==> src/rtl/threshold_ctrl_pkg.sv <==
// Shared constants and types for the chroma-window threshold controller
// and the thresholding stage that consumes its live thresholds.
package threshold_ctrl_pkg;

    localparam logic [1:0] ADDR_TA = 2'd0;
    localparam logic [1:0] ADDR_TB = 2'd1;
    localparam logic [1:0] ADDR_TC = 2'd2;
    localparam logic [1:0] ADDR_TD = 2'd3;

    localparam logic [7:0] TA_DEF = 8'd90;
    localparam logic [7:0] TB_DEF = 8'd200;
    localparam logic [7:0] TC_DEF = 8'd90;
    localparam logic [7:0] TD_DEF = 8'd200;

    typedef enum logic [1:0] {
        IDLE    = 2'd0,
        PENDING = 2'd1,
        COMMIT  = 2'd2
    } state_e;

    typedef struct packed {
        logic [7:0] ta;
        logic [7:0] tb;
        logic [7:0] tc;
        logic [7:0] td;
    } thr_t;

endpackage

==> src/rtl/threshold_ctrl_if.sv <==
// Threshold configuration write port (valid/ready, one byte per address).
interface threshold_ctrl_if;
    logic       cfg_valid;
    logic       cfg_ready;
    logic [1:0] cfg_addr;
    logic [7:0] cfg_data;

    modport master (output cfg_valid, output cfg_addr, output cfg_data, input cfg_ready);
    modport slave  (input cfg_valid, input cfg_addr, input cfg_data, output cfg_ready);
endinterface

==> src/rtl/threshold_ctrl_frame_stats.sv <==
// Frame-edge detection and per-frame foreground pixel statistics.
module threshold_ctrl_frame_stats #(
    parameter bit VS_ACTIVE_HIGH = 1'b1,
    parameter int CNT_W          = 22
) (
    input  logic             clk,
    input  logic             rst_n,
    input  logic             hdmi_vs_in,
    input  logic             de_in,
    input  logic             mask_in,
    output logic             vs_edge,
    output logic [CNT_W-1:0] fg_count,
    output logic             fg_valid,
    output logic [15:0]      frame_cnt
);

    logic             vs_dly_q, vs_dly_d;
    logic             first_q, first_d;
    logic [CNT_W-1:0] acc_q, acc_d, acc_inc;
    logic [CNT_W-1:0] fg_count_q, fg_count_d;
    logic             fg_valid_q, fg_valid_d;
    logic [15:0]      frame_cnt_q, frame_cnt_d;
    logic             pix;

    assign vs_edge = (hdmi_vs_in == VS_ACTIVE_HIGH) && (vs_dly_q != VS_ACTIVE_HIGH);

    // NOTE: every signal gets a default at the top of the block so no path
    // leaves one unassigned, which would otherwise infer a latch.
    always_comb begin
        vs_dly_d    = hdmi_vs_in;
        pix         = de_in & mask_in;
        acc_inc     = (pix && (acc_q != '1)) ? acc_q + CNT_W'(1) : acc_q;
        acc_d       = acc_inc;
        first_d     = first_q;
        fg_count_d  = fg_count_q;
        fg_valid_d  = 1'b0;
        frame_cnt_d = frame_cnt_q;
        if (vs_edge) begin
            // The edge-cycle pixel closes the old frame; the new frame restarts from it.
            acc_d   = pix ? CNT_W'(1) : '0;
            first_d = 1'b0;
            if (!first_q) begin
                fg_count_d  = acc_inc;
                fg_valid_d  = 1'b1;
                frame_cnt_d = frame_cnt_q + 16'd1;
            end
        end
    end

    // NOTE: state registers use non-blocking assignments so every flop samples
    // the values from before the clock edge, independent of statement order.
    always_ff @(posedge clk or negedge rst_n) begin
        if (!rst_n) begin
            vs_dly_q    <= ~VS_ACTIVE_HIGH;
            first_q     <= 1'b1;
            acc_q       <= '0;
            fg_count_q  <= '0;
            fg_valid_q  <= 1'b0;
            frame_cnt_q <= '0;
        end else begin
            vs_dly_q    <= vs_dly_d;
            first_q     <= first_d;
            acc_q       <= acc_d;
            fg_count_q  <= fg_count_d;
            fg_valid_q  <= fg_valid_d;
            frame_cnt_q <= frame_cnt_d;
        end
    end

    assign fg_count  = fg_count_q;
    assign fg_valid  = fg_valid_q;
    assign frame_cnt = frame_cnt_q;

endmodule

==> src/rtl/threshold_ctrl.sv <==
// Shadow/live chroma-window threshold bank with frame-aligned commit,
// plus per-frame foreground statistics.
module threshold_ctrl
    import threshold_ctrl_pkg::*;
#(
    parameter logic [7:0] TA_INIT        = TA_DEF,
    parameter logic [7:0] TB_INIT        = TB_DEF,
    parameter logic [7:0] TC_INIT        = TC_DEF,
    parameter logic [7:0] TD_INIT        = TD_DEF,
    parameter bit         VS_ACTIVE_HIGH = 1'b1,
    parameter int         CNT_W          = 22
) (
    input  logic                 clk,
    input  logic                 rst_n,
    threshold_ctrl_if.slave      cfg,
    input  logic                 hdmi_vs_in,
    input  logic                 de_in,
    input  logic                 mask_in,
    output logic [7:0]           ta,
    output logic [7:0]           tb,
    output logic [7:0]           tc,
    output logic [7:0]           td,
    output logic                 cfg_pending,
    output logic [CNT_W-1:0]     fg_count,
    output logic                 fg_valid,
    output logic [15:0]          frame_cnt
);

    localparam thr_t THR_INIT = '{ta: TA_INIT, tb: TB_INIT, tc: TC_INIT, td: TD_INIT};

    state_e state_q, state_d;
    thr_t   shadow_q, shadow_d;
    thr_t   live_q, live_d;
    logic   cfg_pending_q, cfg_pending_d;
    logic   wr_en;
    logic   vs_edge;

    threshold_ctrl_frame_stats #(
        .VS_ACTIVE_HIGH (VS_ACTIVE_HIGH),
        .CNT_W          (CNT_W)
    ) u_stats (
        .clk        (clk),
        .rst_n      (rst_n),
        .hdmi_vs_in (hdmi_vs_in),
        .de_in      (de_in),
        .mask_in    (mask_in),
        .vs_edge    (vs_edge),
        .fg_count   (fg_count),
        .fg_valid   (fg_valid),
        .frame_cnt  (frame_cnt)
    );

    assign cfg.cfg_ready = (state_q != COMMIT);
    assign wr_en         = cfg.cfg_valid & cfg.cfg_ready;

    always_comb begin
        state_d  = state_q;
        shadow_d = shadow_q;
        live_d   = live_q;
        if (wr_en) begin
            case (cfg.cfg_addr)
                ADDR_TA: shadow_d.ta = cfg.cfg_data;
                ADDR_TB: shadow_d.tb = cfg.cfg_data;
                ADDR_TC: shadow_d.tc = cfg.cfg_data;
                ADDR_TD: shadow_d.td = cfg.cfg_data;
            endcase
        end
        case (state_q)
            IDLE:    if (wr_en) state_d = PENDING;
            PENDING: if (vs_edge) state_d = COMMIT;
            COMMIT: begin
                // Shadow already holds any write accepted in the edge cycle.
                live_d  = shadow_q;
                state_d = IDLE;
            end
            default: state_d = IDLE;
        endcase
        cfg_pending_d = (state_d != IDLE);
    end

    // NOTE: the small threshold bank is reset explicitly, so thresholds are
    // defined from the first frame and a reset always discards a pending commit.
    always_ff @(posedge clk or negedge rst_n) begin
        if (!rst_n) begin
            state_q       <= IDLE;
            shadow_q      <= THR_INIT;
            live_q        <= THR_INIT;
            cfg_pending_q <= 1'b0;
        end else begin
            state_q       <= state_d;
            shadow_q      <= shadow_d;
            live_q        <= live_d;
            cfg_pending_q <= cfg_pending_d;
        end
    end

    assign ta          = live_q.ta;
    assign tb          = live_q.tb;
    assign tc          = live_q.tc;
    assign td          = live_q.td;
    assign cfg_pending = cfg_pending_q;

endmodule
==> src/flat_wrapper.sv <==
// flat-port wrapper written by rule: the top's interface ports become plain ports
module threshold_ctrl_flat import threshold_ctrl_pkg::*;
#(
    parameter logic [7:0] TA_INIT        = TA_DEF,
    parameter logic [7:0] TB_INIT        = TB_DEF,
    parameter logic [7:0] TC_INIT        = TC_DEF,
    parameter logic [7:0] TD_INIT        = TD_DEF,
    parameter bit         VS_ACTIVE_HIGH = 1'b1,
    parameter int         CNT_W          = 22
)
  (clk, rst_n, hdmi_vs_in, de_in, mask_in, ta, tb, tc, td, cfg_pending, fg_count, fg_valid, frame_cnt, cfg_cfg_valid, cfg_cfg_addr, cfg_cfg_data, cfg_cfg_ready);
  threshold_ctrl_if cfg_i ();
  input  logic clk;
  input  logic rst_n;
  input  logic hdmi_vs_in;
  input  logic de_in;
  input  logic mask_in;
  output logic [7:0] ta;
  output logic [7:0] tb;
  output logic [7:0] tc;
  output logic [7:0] td;
  output logic cfg_pending;
  output logic [CNT_W-1:0] fg_count;
  output logic fg_valid;
  output logic [15:0] frame_cnt;
  input wire logic [$bits(cfg_i.cfg_valid)-1:0] cfg_cfg_valid;
  input wire logic [$bits(cfg_i.cfg_addr)-1:0] cfg_cfg_addr;
  input wire logic [$bits(cfg_i.cfg_data)-1:0] cfg_cfg_data;
  output wire logic [$bits(cfg_i.cfg_ready)-1:0] cfg_cfg_ready;
  assign cfg_i.cfg_valid = cfg_cfg_valid;
  assign cfg_i.cfg_addr = cfg_cfg_addr;
  assign cfg_i.cfg_data = cfg_cfg_data;
  assign cfg_cfg_ready = cfg_i.cfg_ready;
  threshold_ctrl #(.TA_INIT(TA_INIT), .TB_INIT(TB_INIT), .TC_INIT(TC_INIT), .TD_INIT(TD_INIT), .VS_ACTIVE_HIGH(VS_ACTIVE_HIGH), .CNT_W(CNT_W)) u_core (.clk(clk), .rst_n(rst_n), .cfg(cfg_i), .hdmi_vs_in(hdmi_vs_in), .de_in(de_in), .mask_in(mask_in), .ta(ta), .tb(tb), .tc(tc), .td(td), .cfg_pending(cfg_pending), .fg_count(fg_count), .fg_valid(fg_valid), .frame_cnt(frame_cnt));
endmodule
==> config.mk <==
export PLATFORM = sky130hd
export DESIGN_NAME = threshold_ctrl_flat
export DESIGN_NICKNAME = d
export VERILOG_FILES = /design/src/rtl/threshold_ctrl_pkg.sv /design/src/rtl/threshold_ctrl_if.sv /design/src/rtl/threshold_ctrl_frame_stats.sv /design/src/rtl/threshold_ctrl.sv /design/src/flat_wrapper.sv
export SDC_FILE = /design/constraint.sdc
export NUM_CORES = 1
export LEC_CHECK = 0
export BUFFER_PORTS_ARGS = -buffer_cell sky130_fd_sc_hd__buf_2
export CAP_MARGIN = 25
export CELL_PAD_IN_SITES_DETAIL_PLACEMENT = 1
export CELL_PAD_IN_SITES_GLOBAL_PLACEMENT = 1
export CORE_UTILIZATION = 48
export DETAILED_ROUTE_END_ITERATION = 10
export GPL_ROUTABILITY_DRIVEN = 0
export PLACE_DENSITY_LB_ADDON = 0.15
export SLEW_MARGIN = 5
export SYNTH_ARGS = -nofsm -noshare
export SYNTH_HDL_FRONTEND = slang
export SYNTH_SLANG_ARGS = --single-unit
==> constraint.sdc <==
create_clock -name clk -period 6.6 [get_ports clk]
set_clock_uncertainty 0.2 [all_clocks]
set_input_delay 0.66 -clock clk [delete_from_list [all_inputs] [get_ports clk]]
set_output_delay 0.66 -clock clk [all_outputs]
set_load 0.02 [all_outputs]
==> results of run 1 <==
[report_power, final]
group	total (W)	switching, W	leakage, nW	internal (W)
Clock	0.000947	0.000333	0.294	0.000614
Sequential	0.00111	0.000102	1.62	0.00101
Combinational	0.000516	0.000300	1.15	0.000215
Total	0.00257	0.000736	3.06	0.00184
[final cells by class]
| class | count | area, um^2 |
|---|---|---|
| clock buffers | 23 | 476.7 |
| clock inverters | 9 | 128.9 |
| fillers | 1154 | 4287 |
| inverters | 2 | 7.507 |
| multi-input cells | 281 | 2013 |
| flip-flops and latches | 130 | 3289 |
| well taps | 140 | 175.2 |
| repair buffers | 94 | 510.5 |
[metal layers]
layer / up-vias / global-route usage
met5: - / 0
met4: 0 / 0.09980
met3: 20 / 0.05569
met2: 79 / 0.4020
met1: 1852 / 0.2837
li1: 1696 / -
[cells in the final DEF, fill, tap and decap left out, types with 2 or more instances in the layout]
cell          n
clkbuf_1      2
clkbuf_16    16
clkbuf_8      5
dfrtp_1     101
mux2i_1       2
or4_4         3
and3_1       12
buf_2        87
buf_4         5
nand4_1       6
nor2_1       32
bufinv_16     3
nand2_1      45
o21ai_0      12
nor4_1        6
clkinvlp_4    2
o211ai_1      7
nor2b_1       2
nand2b_1      3
nor3_1        6
o21ai_1      16
xnor2_1      16
xor2_1       17
and2_1        2
mux2_2       64
ha_1          2
nand3_1      13
and4_1        4
clkinv_2      3
dfstp_2      29
[worst max-delay path by stage]
| stage | start | end | slack, ns |
|---|---|---|---|
| 2_1_floorplan | hdmi_vs_in | u_core.u_stats.frame_cnt[12]$_DFFE_PN0P_ | 4.32 |
| 3_3_place_gp | hdmi_vs_in | u_core.u_stats.frame_cnt[12]$_DFFE_PN0P_ | 4.16 |
| 3_5_place_dp | hdmi_vs_in | u_core.u_stats.frame_cnt[13]$_DFFE_PN0P_ | 4.07 |
| 4_1_cts | u_core.state_q[1]$_DFF_PN0_ | cfg_cfg_ready | 4.03 |
| 5_1_grt | u_core.state_q[1]$_DFF_PN0_ | cfg_cfg_ready | 3.97 |
| 6_report | u_core.state_q[1]$_DFF_PN0_ | cfg_cfg_ready | 4.07 |
[critical path: cells and delay by family (launching register included)]
family	cells	cell delay, ns
DFF	1	0.39
buffers and inverters	2	0.67
and+or+nand+nor	1	0.07
[registers in the layout, indices dropped and copies added (netlist names)]
| name | flops |
|---|---|
| u_core.cfg_pending | 1 |
| u_core.shadow_q | 32 |
| u_core.state_q | 2 |
| u_core.ta | 8 |
| u_core.tb | 8 |
| u_core.tc | 8 |
| u_core.td | 8 |
| u_core.u_stats.acc_q | 22 |
| u_core.u_stats.fg_count | 22 |
| u_core.u_stats.fg_valid | 1 |
| u_core.u_stats.first_q | 1 |
| u_core.u_stats.frame_cnt | 16 |
| u_core.u_stats.vs_dly_q | 1 |
[logic make-up (layout without fill, tap and decap cells)]
group,after synthesis,in the layout,synth area share
adder cells (fa/ha/maj),2,2,0.004663
AO/OA/AOI/OAI,40,40,0.04571
XOR/XNOR,33,33,0.05387
buffers and inverters,16,128,0.01166
multiplexers,66,66,0.1381
flip-flops,130,130,0.6131
AND/OR/NAND/NOR,140,140,0.1329
[metrics by stage]
step             util  std cells  hold WS [ns]  instance area [um^2]
2_1_floorplan       -        427        0.1644                  5365
3_3_place_gp   0.5472        645        0.2353                  5958
3_5_place_dp   0.5472        645        0.2440                  5958
4_1_cts        0.6029        677       0.03025                  6564
5_1_grt        0.6063        679       0.03199                  6601
6_report       0.6063        679       0.05309                  6601
[timing repair]
item,CTS,global route
hold buffers,0,1
endpoints found under the hold margin,0,12
gates resized for setup,0,0
==> run_results.csv, run 1 <==
group,metric,value,unit
outcome,status,"finished, final reports clean",
timing,fin_ws,4.067,ns
timing,fin_crit,2.533,ns
critical_path,max_stage_delay,0.41,ns
floorplanning,die_w,107.7,um
synthesis,syn-num-nets,445,
critical_path,start_kind,"flip-flop",
synthesis,yosysMostFrequentCell,"dfrtp_1",
cells_and_area,finish.net_count,544,
grt,gr-total-overflow,0,
power,power.density,389.4,nW/um^2
floorplanning,initial_core_util,0.4928,
clock_tree,clock-root-buffer,"clkbuf_8",
critical_path,r2r_start,"u_core.u_stats.acc_q[0]$_DFF_PN0_",
place,io_buffer_count,88,
synthesis,yosysSeqAreaShare,0.6131,
grt,grt_pass1_vias,3984,
critical_path,ff2ff_path_depth,6,
floorplanning,core_area,10890,um^2
synthesis,ys_types,38,
routing,route.detailed.drc,0,
floorplanning,num_rows,38,
critical_path,worstPathArrival,1.67,ns
routing,drt_iter0_drc,149,
critical_path,path_max_fanout,36,
synthesis,yosysTopAreaCell,"dfrtp_1",
synthesis,ys_warn_count,0,
power,vdd_ir_drop_max,0.2090,mV
clock_tree,postCtsSetupBuffers,0,
critical_path,end_kind,"output pin",
synthesis,yosys-top-cells-area,"dfrtp_1 (47%), dfstp_2 (14%), mux2_2 (13%)",
grt,antenna_found_initial,0,
power,p_leak,3.064,nW
timing,setup_violations,0,
grt,grt_max_degree,87,
clock_tree,tritoncts,"done",
critical_path,reg2reg_slack,4.13,ns
synthesis,synth-seq-cells,130,
cells_and_area,area_delta_synth_final,23.04,%
timing,rsz0062_at_grt,"false",
routing,wl_met3,397,um
floorplanning,io_pins,89,
timing,max_freq,394.7,MHz
routing,routed.top_layer,"met4",
hold_path,hold_end,"u_core.u_stats.vs_dly_q$_DFF_PN0_",
floorplanning,chipHeight,107.7,um
synthesis,synth-edff-count,0,
flow_run,maxCapViolations,0,
synthesis,synthFlopType,"dfrtp_1",
synthesis,syn_area,5365,um^2
critical_path,path_cells,"nand2b_1 > buf_4 > buf_2",
routing,drt_first_pass_iters,4,
place,place_hpwl,7982,um
grt,grt_pass1_wl,20450,um
clock_tree,clk_path_buf_depth,2,
critical_path,crit_slowest_cell,"buf_4",
critical_path,cp.required,5.74,ns
grt,grt.total_usage,0.2353,
routing,wl,12240,um
routing,via_per_inst,5.371,
hold_path,hp-class,"in2reg",
cells_and_area,drive_gt1_frac,0.4174,
hold_path,whs_path_depth,1,
clock_tree,clk_latency,0.52,ns
power,power,0.002571,W
clock_tree,ctsHtreeMaxLevel,4,
timing,final.setup.tns,0,ns
floorplanning,die_area,11600,um^2
timing,period_share,0.3838,
routing,routedLengthMet1,5172,um
place,dp_slack,4.074,ns
clock_tree,clock_sinks,130,
clock_tree,path_clk_slew,0.06,ns
synthesis,async_reset_ff_frac,1.000,
routing,ant_nets,0,
synthesis,ys_top_cells_by_count,"dfrtp_1 (101), mux2_2 (64), nand2_1 (45)",
synthesis,synth_area_per_cell,12.56,um^2
routing,routedWlPerCell,18.02,um
critical_path,critPathKind,"reg2out",
timing,drv_slew,0,
timing,hold_viol_final,0,
hold_path,hp-start,"hdmi_vs_in",
timing,tightest_slew,0.7236,ns
cells_and_area,antennaDiodeCount,0,
routing,vias,3647,
routing,wl_met2,6430,um
critical_path,r2r_end,"u_core.u_stats.fg_count[9]$_DFFE_PN0P_",
synthesis,synth_top_area_frac,0.4711,
synthesis,netlist_instances,427,
clock_tree,cts_buffers,17,
timing,max_slew_margin,0.5150,
Power figures use the tool's default switching activity.
==> run 2: changes to the inputs <==
Settings changed: CORE_UTILIZATION 48 to 41.
Clock period 6.6 ns to 2.2 ns, I/O delays scaled along.
==> run 2 against run 1 <==
Largest cell class unchanged. The flow now finishes with violations (setup timing). Non-clock buffer count rose by 24. Combinational power grew to 3.0 times the previous value. Register-to-register slack worse by 4.1 ns. Critical path depth rose by 4. Utilization down 5.9 points. Clock power rose to 3.3 times the previous value. Critical endpoint is now u_core.u_stats.fg_count[0]$_DFFE_PN0P_. Die area rose by 17%. Cell area is 5.0% higher. Routed wire length shrank 0.25%. First-iteration DRC count fell by 13%. Worst hold slack got worse by 0.025 ns. Via count increased by 2.8%. Critical path type is now reg2reg.
==> run_results.csv, run 2 (synthesis gave the netlist of run 1 again) <==
group,metric,value,unit
outcome,status,"complete, but fails checks",
outcome,violations,"setup timing",
power,internal-power,0.005787,W
floorplanning,die_area,13550,um^2
grt,grt_pass1_vias,3850,
routing,route.detailed.drc,0,
clock_tree,clk_latency,0.42,ns
power,vdd_ir_drop_max,0.5742,mV
critical_path,start_kind,"flip-flop",
clock_tree,clock-root-buffer,"clkbuf_16",
place,io_buffer_count,88,
floorplanning,chipHeight,116.4,um
place,dp_slack,0.03468,ns
timing,period_share,1.008,
clock_tree,clock_sinks,130,
critical_path,path_max_fanout,5,
floorplanning,die_w,116.4,um
cells_and_area,finish.net_count,568,
critical_path,reg2reg_slack,-0.02,ns
power,power_switching,0.002167,W
timing,max_freq,451.1,MHz
routing,via_per_inst,5.101,
routing,ant_nets,0,
grt,gr-total-overflow,0,
place,place_area,6128,um^2
clock_tree,path_clk_slew,0.06,ns
floorplanning,core_area,12670,um^2
power,seq_power_share,0.415,
power,power.density,1148,nW/um^2
cells_and_area,drive_gt1_frac,0.4352,
power,power,0.007954,W
timing,fin_crit,2.217,ns
critical_path,end_kind,"flip-flop",
critical_path,cp.required,2.28,ns
critical_path,r2r_end,"u_core.u_stats.fg_count[0]$_DFFE_PN0P_",
clock_tree,tritoncts,"done",
hold_path,hp-class,"in2async",
power,p_sw_frac,0.2724,
timing,hold_viol_final,0,
timing,tightest_slew,0.5864,ns
timing,fin_ws,-0.01698,ns
timing,max_slew_margin,0.6079,
timing,drv_slew,0,
routing,drt_first_pass_iters,4,
grt,grt_max_degree,58,
critical_path,critPathKind,"reg2reg",
cells_and_area,top_register,"u_core.shadow_q",
cells_and_area,area_delta_synth_final,29.15,%
critical_path,ff2ff_path_depth,7,
timing,rsz0062_at_grt,"true",
power,p_leak,3.182,nW
clock_tree,cts_buffers,17,
floorplanning,initial_core_util,0.4234,
routing,vias,3749,
critical_path,r2r_start,"u_core.u_stats.acc_q[0]$_DFF_PN0_",
critical_path,crit_path_start,"u_core.u_stats.acc_q[0]$_DFF_PN0_",
power,p_comb_frac,0.196,
critical_path,worstPathArrival,2.29,ns
flow_run,maxCapViolations,0,
clock_tree,clk_path_buf_depth,2,
power,pwr-share-clk,0.389,
cells_and_area,layout_commonest_cell,"dfrtp_1",
grt,antenna_found_initial,0,
grt,grt_pass1_wl,19950,um
routing,routedWlPerCell,16.61,um
routing,wl,12210,um
floorplanning,io_pins,89,
cells_and_area,fin_area,6929,um^2
cells_and_area,largest_reg_flops,32,
floorplanning,num_rows,41,
grt,grt.total_usage,0.1975,
place,place_hpwl,8449,um
routing,drt_iter0_drc,129,
cells_and_area,antennaDiodeCount,0,
cells_and_area,fill_cells,1355,
cells_and_area,layout_common_cells,"dfrtp_1 (99), buf_2 (87), mux2_2 (64)",
clock_tree,ctsHtreeMaxLevel,4,
timing,setup_violations,1,
## run 2: through the flow
step / utilization / TNS, ns / std cells / hold slack, ns
2_1_floorplan: - / 0 / 427 / -0.2756
3_3_place_gp: 0.4837 / 0 / 691 / -0.07690
3_5_place_dp: 0.4837 / 0 / 691 / -0.07392
4_1_cts: 0.5440 / 0 / 734 / 0.02342
5_1_grt: 0.5469 / -0.8133 / 735 / 0.04485
6_report: 0.5469 / -0.01698 / 735 / 0.02816
## run 2: routing by layer
layer / routed length [um] / track usage / up-vias
met5: 0 / 0 / -
met4: 160 / 0.07949 / 0
met3: 371 / 0.05034 / 12
met2: 6179 / 0.3183 / 66
met1: 5494 / 0.2546 / 1916
li1: - / - / 1755
## run 2: critical path: stages, from the launching register on
cell	delay [ns]
dfrtp_1	0.36
ha_2	0.22
nand3_4	0.10
or4_4	0.62
o21ai_4	0.21
buf_4	0.14
xor2_1	0.13
o21ai_0	0.09
## run 2: power by group through the flow
stage	Combinational, W	Sequential (W)	Clock (W)
global placement	0.00151	0.00330	0
global route	0.00171	0.00338	0.00325
finish	0.00156	0.00330	0.00309
floorplan	0.000529	0.00374	0
CTS	0.00157	0.00331	0.00316
detailed placement	0.00155	0.00334	0
## run 2: how the worst max path moves through the flow
stage / slack (ns) / cells after the start / endpoint
final: -0.02 / 7 / u_core.u_stats.fg_count[0]$_DFFE_PN0P_
after global routing: -0.1 / 7 / u_core.u_stats.fg_count[0]$_DFFE_PN0P_
after CTS: 0.01 / 6 / u_core.u_stats.fg_count[15]$_DFFE_PN0P_
after detailed placement: 0.03 / 6 / u_core.u_stats.fg_count[1]$_DFFE_PN0P_
after global placement: 0.08 / 6 / u_core.u_stats.fg_count[1]$_DFFE_PN0P_
after floorplan: 0.09 / 6 / u_core.u_stats.fg_count[1]$_DFFE_PN0P_
## run 2: area by class of cell
class	instances	area, um^2	area share
clock buffer	23	478.0	0.06898
clock inverter	9	176.4	0.02546
inverter	2	7.507	0.001083
multi-input combinational	281	2039	0.2943
sequential	130	3292	0.4751
tap	172	215.2	0.03106
timing repair buffer	118	720.7	0.1040
## run 2: repair_timing
item / in CTS / in global routing
gates resized for setup: 0 / 9
hold buffers: 11 / 0
setup endpoints to repair: 0 / 29
hold endpoints to repair: 137 / 0
buffers inserted: 0 / 1
==> run 3: changes to the inputs <==
Settings changed: CORE_MARGIN set to 8, SYNTH_HIERARCHICAL set to 1.
==> run 3 against run 2 <==
The run now ends clean. Clock-buffer cell count down 5. Routed wire length up 4.0%. Clock power down 6%. Final cell count up 0.54%. Via count down 0.85%. Global-route usage down 4.4 points. Worst hold slack better by 0.050 ns. Largest cell class unchanged. Highest routed layer unchanged.
==> run_results.csv, run 3 <==
group,metric,value,unit
synthesis,yosysMostFrequentCell,"dfrtp_1",
cells_and_area,post-route-util,0.5364,
synthesis,synth_fa_ha_area_frac,0.004584,
cells_and_area,antennaDiodeCount,0,
synthesis,synth_area_per_cell,13.00,um^2
critical_path,start_kind,"flip-flop",
grt,grt_pass1_vias,4217,
synthesis,yosys-top-cells-area,"dfrtp_1 (46%), dfstp_2 (14%), mux2_2 (9.9%)",
grt,gr-total-overflow,0,
cells_and_area,area_delta_synth_final,29.09,%
clock_tree,clock_sinks,130,
critical_path,critPathKind,"reg2reg",
critical_path,cp.required,2.33,ns
timing,hold_viol_final,0,
timing,max_freq,457.9,MHz
synthesis,ys_top_cells_by_count,"dfrtp_1 (101), mux2_2 (48), nand2_1 (35)",
power,power.density,1116,nW/um^2
floorplanning,io_pins,89,
grt,grt_max_degree,58,
routing,wl,12690,um
place,place_area,6240,um^2
floorplanning,num_rows,42,
timing,setup_violations,0,
synthesis,synth-edff-count,0,
cells_and_area,drive_gt1_frac,0.4689,
place,place_hpwl,8745,um
power,internal-power,0.005569,W
critical_path,path_max_fanout,5,
synthesis,synth_compound_area_frac,0.04974,
critical_path,end_kind,"flip-flop",
routing,drt_first_pass_iters,4,
critical_path,r2r_end,"u_core/u_stats/fg_count[21]$_DFFE_PN0P_",
synthesis,syn_area,5459,um^2
cells_and_area,multi_input_area,2098,um^2
cells_and_area,largest_reg_flops,32,
cells_and_area,layout_commonest_cell,"dfrtp_1",
synthesis,syn-num-nets,438,
routing,route.detailed.drc,0,
clock_tree,path_clk_slew,0.06,ns
clock_tree,clk_path_buf_depth,2,
synthesis,synth-xor-area-share,0.05134,
synthesis,synth_top_family_by_area,"multiplexers",
synthesis,synth-seq-cells,130,
clock_tree,ctsHtreeMaxLevel,4,
cells_and_area,finish.net_count,568,
critical_path,crit_path_start,"u_core/u_stats/acc_q[2]$_DFF_PN0_",
clock_tree,clk_latency,0.41,ns
routing,vias,3717,
power,p_leak,3.272,nW
cells_and_area,layout_common_cells,"dfrtp_1 (97), buf_2 (87), mux2_2 (48)",
floorplanning,die_area,17260,um^2
routing,routedWlPerCell,17.17,um
clock_tree,tritoncts,"done",
synthesis,async_reset_ff_frac,1.000,
cells_and_area,fill_cells,1391,
critical_path,worstPathArrival,2.32,ns
timing,tightest_slew,0.7477,ns
power,vdd_ir_drop_max,0.4414,mV
synthesis,yosysSeqAreaShare,0.6026,
power,p_comb_frac,0.207,
clock_tree,cts_buffers,17,
flow_run,maxCapViolations,0,
critical_path,endpoint,"u_core/u_stats/fg_count[21]$_DFFE_PN0P_",
power,power_switching,0.002292,W
power,seq_power_share,0.423,
synthesis,yosys.area_share.simple,0.1242,
floorplanning,initial_core_util,0.4155,
floorplanning,chipHeight,131.4,um
synthesis,yosysTopAreaCell,"dfrtp_1",
outcome,status,"finished, final reports clean",
critical_path,ff2ff_path_depth,5,
grt,grt.total_usage,0.1538,
timing,drv_slew,0,
place,io_buffer_count,88,
synthesis,synthMuxAreaShare,0.1467,
cells_and_area,seq_area,3294,um^2
routing,drt_iter0_drc,178,
timing,max_slew_margin,0.5015,
timing,rsz0062_at_grt,"true",
floorplanning,core_area,13140,um^2
grt,grt_pass1_wl,21530,um
hold_path,hp-class,"in2async",
power,power,0.007861,W
floorplanning,die_w,131.4,um
synthesis,synthFlopType,"dfrtp_1",
power,p_sw_frac,0.2916,
timing,fin_crit,2.184,ns
timing,final.setup.tns,0,ns
synthesis,netlist_instances,420,
synthesis,ys_warn_count,6,
critical_path,r2r_start,"u_core/u_stats/acc_q[2]$_DFF_PN0_",
timing,whs,0.07830,ns
grt,antenna_found_initial,0,
clock_tree,clock-root-buffer,"clkbuf_16",
cells_and_area,top_register,"u_core/shadow_q",
timing,period_share,0.9926,
critical_path,reg2reg_slack,0.02,ns
synthesis,ys_types,45,
routing,ant_nets,0,
power,pwr-share-clk,0.370,
synthesis,synth_top_area_frac,0.4630,
routing,via_per_inst,5.030,
cells_and_area,fin_area,7047,um^2
run 3: cell types whose count changed in the layout (fill, tap and decap cells not counted), moves of 9 or more:
cell     change
a21oi_1     +10
nand2_1     -10
buf_4        +9
mux2_4      +16
o21ai_1     -14
mux2_2      -16
xnor2_1     +13
xor2_1      -14
run 3: repair_timing:
| action | in CTS | in global routing |
|---|---|---|
| endpoints found under the hold margin | 136 | 0 |
| pin swaps | 1 | 4 |
| resized for setup | 2 | 12 |
| hold buffers | 11 | 0 |
| buffers inserted | 0 | 4 |
| endpoints found under the setup margin | 4 | 27 |
run 3: layout make-up:
class / count / share of cell area
well taps: 176 / 0.03125
flip-flops and latches: 130 / 0.4675
clock inverters: 14 / 0.02504
multi-input cells: 268 / 0.2978
clock buffers: 18 / 0.06232
inverters: 5 / 0.002663
repair buffers: 128 / 0.1135
run 3: layer usage:
layer / part of all wire / vias to the layer above / global-route usage
li1: - / 1733 / -
met2: 0.49 / 67 / 0.2425
met1: 0.45 / 1901 / 0.1947
met3: 0.042 / 16 / 0.04192
met4: 0.018 / 0 / 0.06765
met5: 0 / - / 0
run 3: worst min-delay path by stage:
stage                                              end  slack (ns)  start
3_3_place_gp   u_core/u_stats/frame_cnt[2]$_DFFE_PN0P_       -0.02  rst_n
2_1_floorplan             u_core/cfg_pending$_DFF_PN0_       -0.28  rst_n
5_1_grt        u_core/u_stats/frame_cnt[0]$_DFFE_PN0P_        0.13  rst_n
4_1_cts              u_core/u_stats/fg_valid$_DFF_PN0_        0.08  rst_n
6_report       u_core/u_stats/frame_cnt[0]$_DFFE_PN0P_        0.08  rst_n
3_5_place_dp   u_core/u_stats/frame_cnt[2]$_DFFE_PN0P_       -0.01  rst_n
run 3: kinds of logic after synthesis:
| logic type | count (synthesis) |
|---|---|
| flip-flops | 130 |
| AND/OR/NAND/NOR | 125 |
| multiplexers | 66 |
| AO/OA/AOI/OAI | 43 |
| XOR/XNOR | 32 |
| buffers and inverters | 22 |
| adder cells (fa/ha/maj) | 2 |
run 3: stage by stage:
step,worst slack (ns),cells
3_3_place_gp,0.01926,692
2_1_floorplan,0.1341,420
4_1_cts,0.02021,735
3_5_place_dp,-0.02980,692
5_1_grt,-0.04278,739
6_report,0.01627,739
run 3: critical path, cell delays in order (launching register included):
cell and delay [ns]:
dfrtp_1 0.42, nand3_2 0.14, or3_4 0.42, a2111o_1 0.41
or3_4 0.35, a31oi_1 0.17
run 3: power by group through the flow:
| stage | clock (W) | combinational [W] | sequential [W] |
|---|---|---|---|
| after floorplan | 0 | 0.000578 | 0.00377 |
| after global placement | 0 | 0.00159 | 0.00334 |
| after detailed placement | 0 | 0.00164 | 0.00337 |
| after CTS | 0.00300 | 0.00166 | 0.00334 |
| after global routing | 0.00310 | 0.00176 | 0.00341 |
| final | 0.00291 | 0.00162 | 0.00333 |
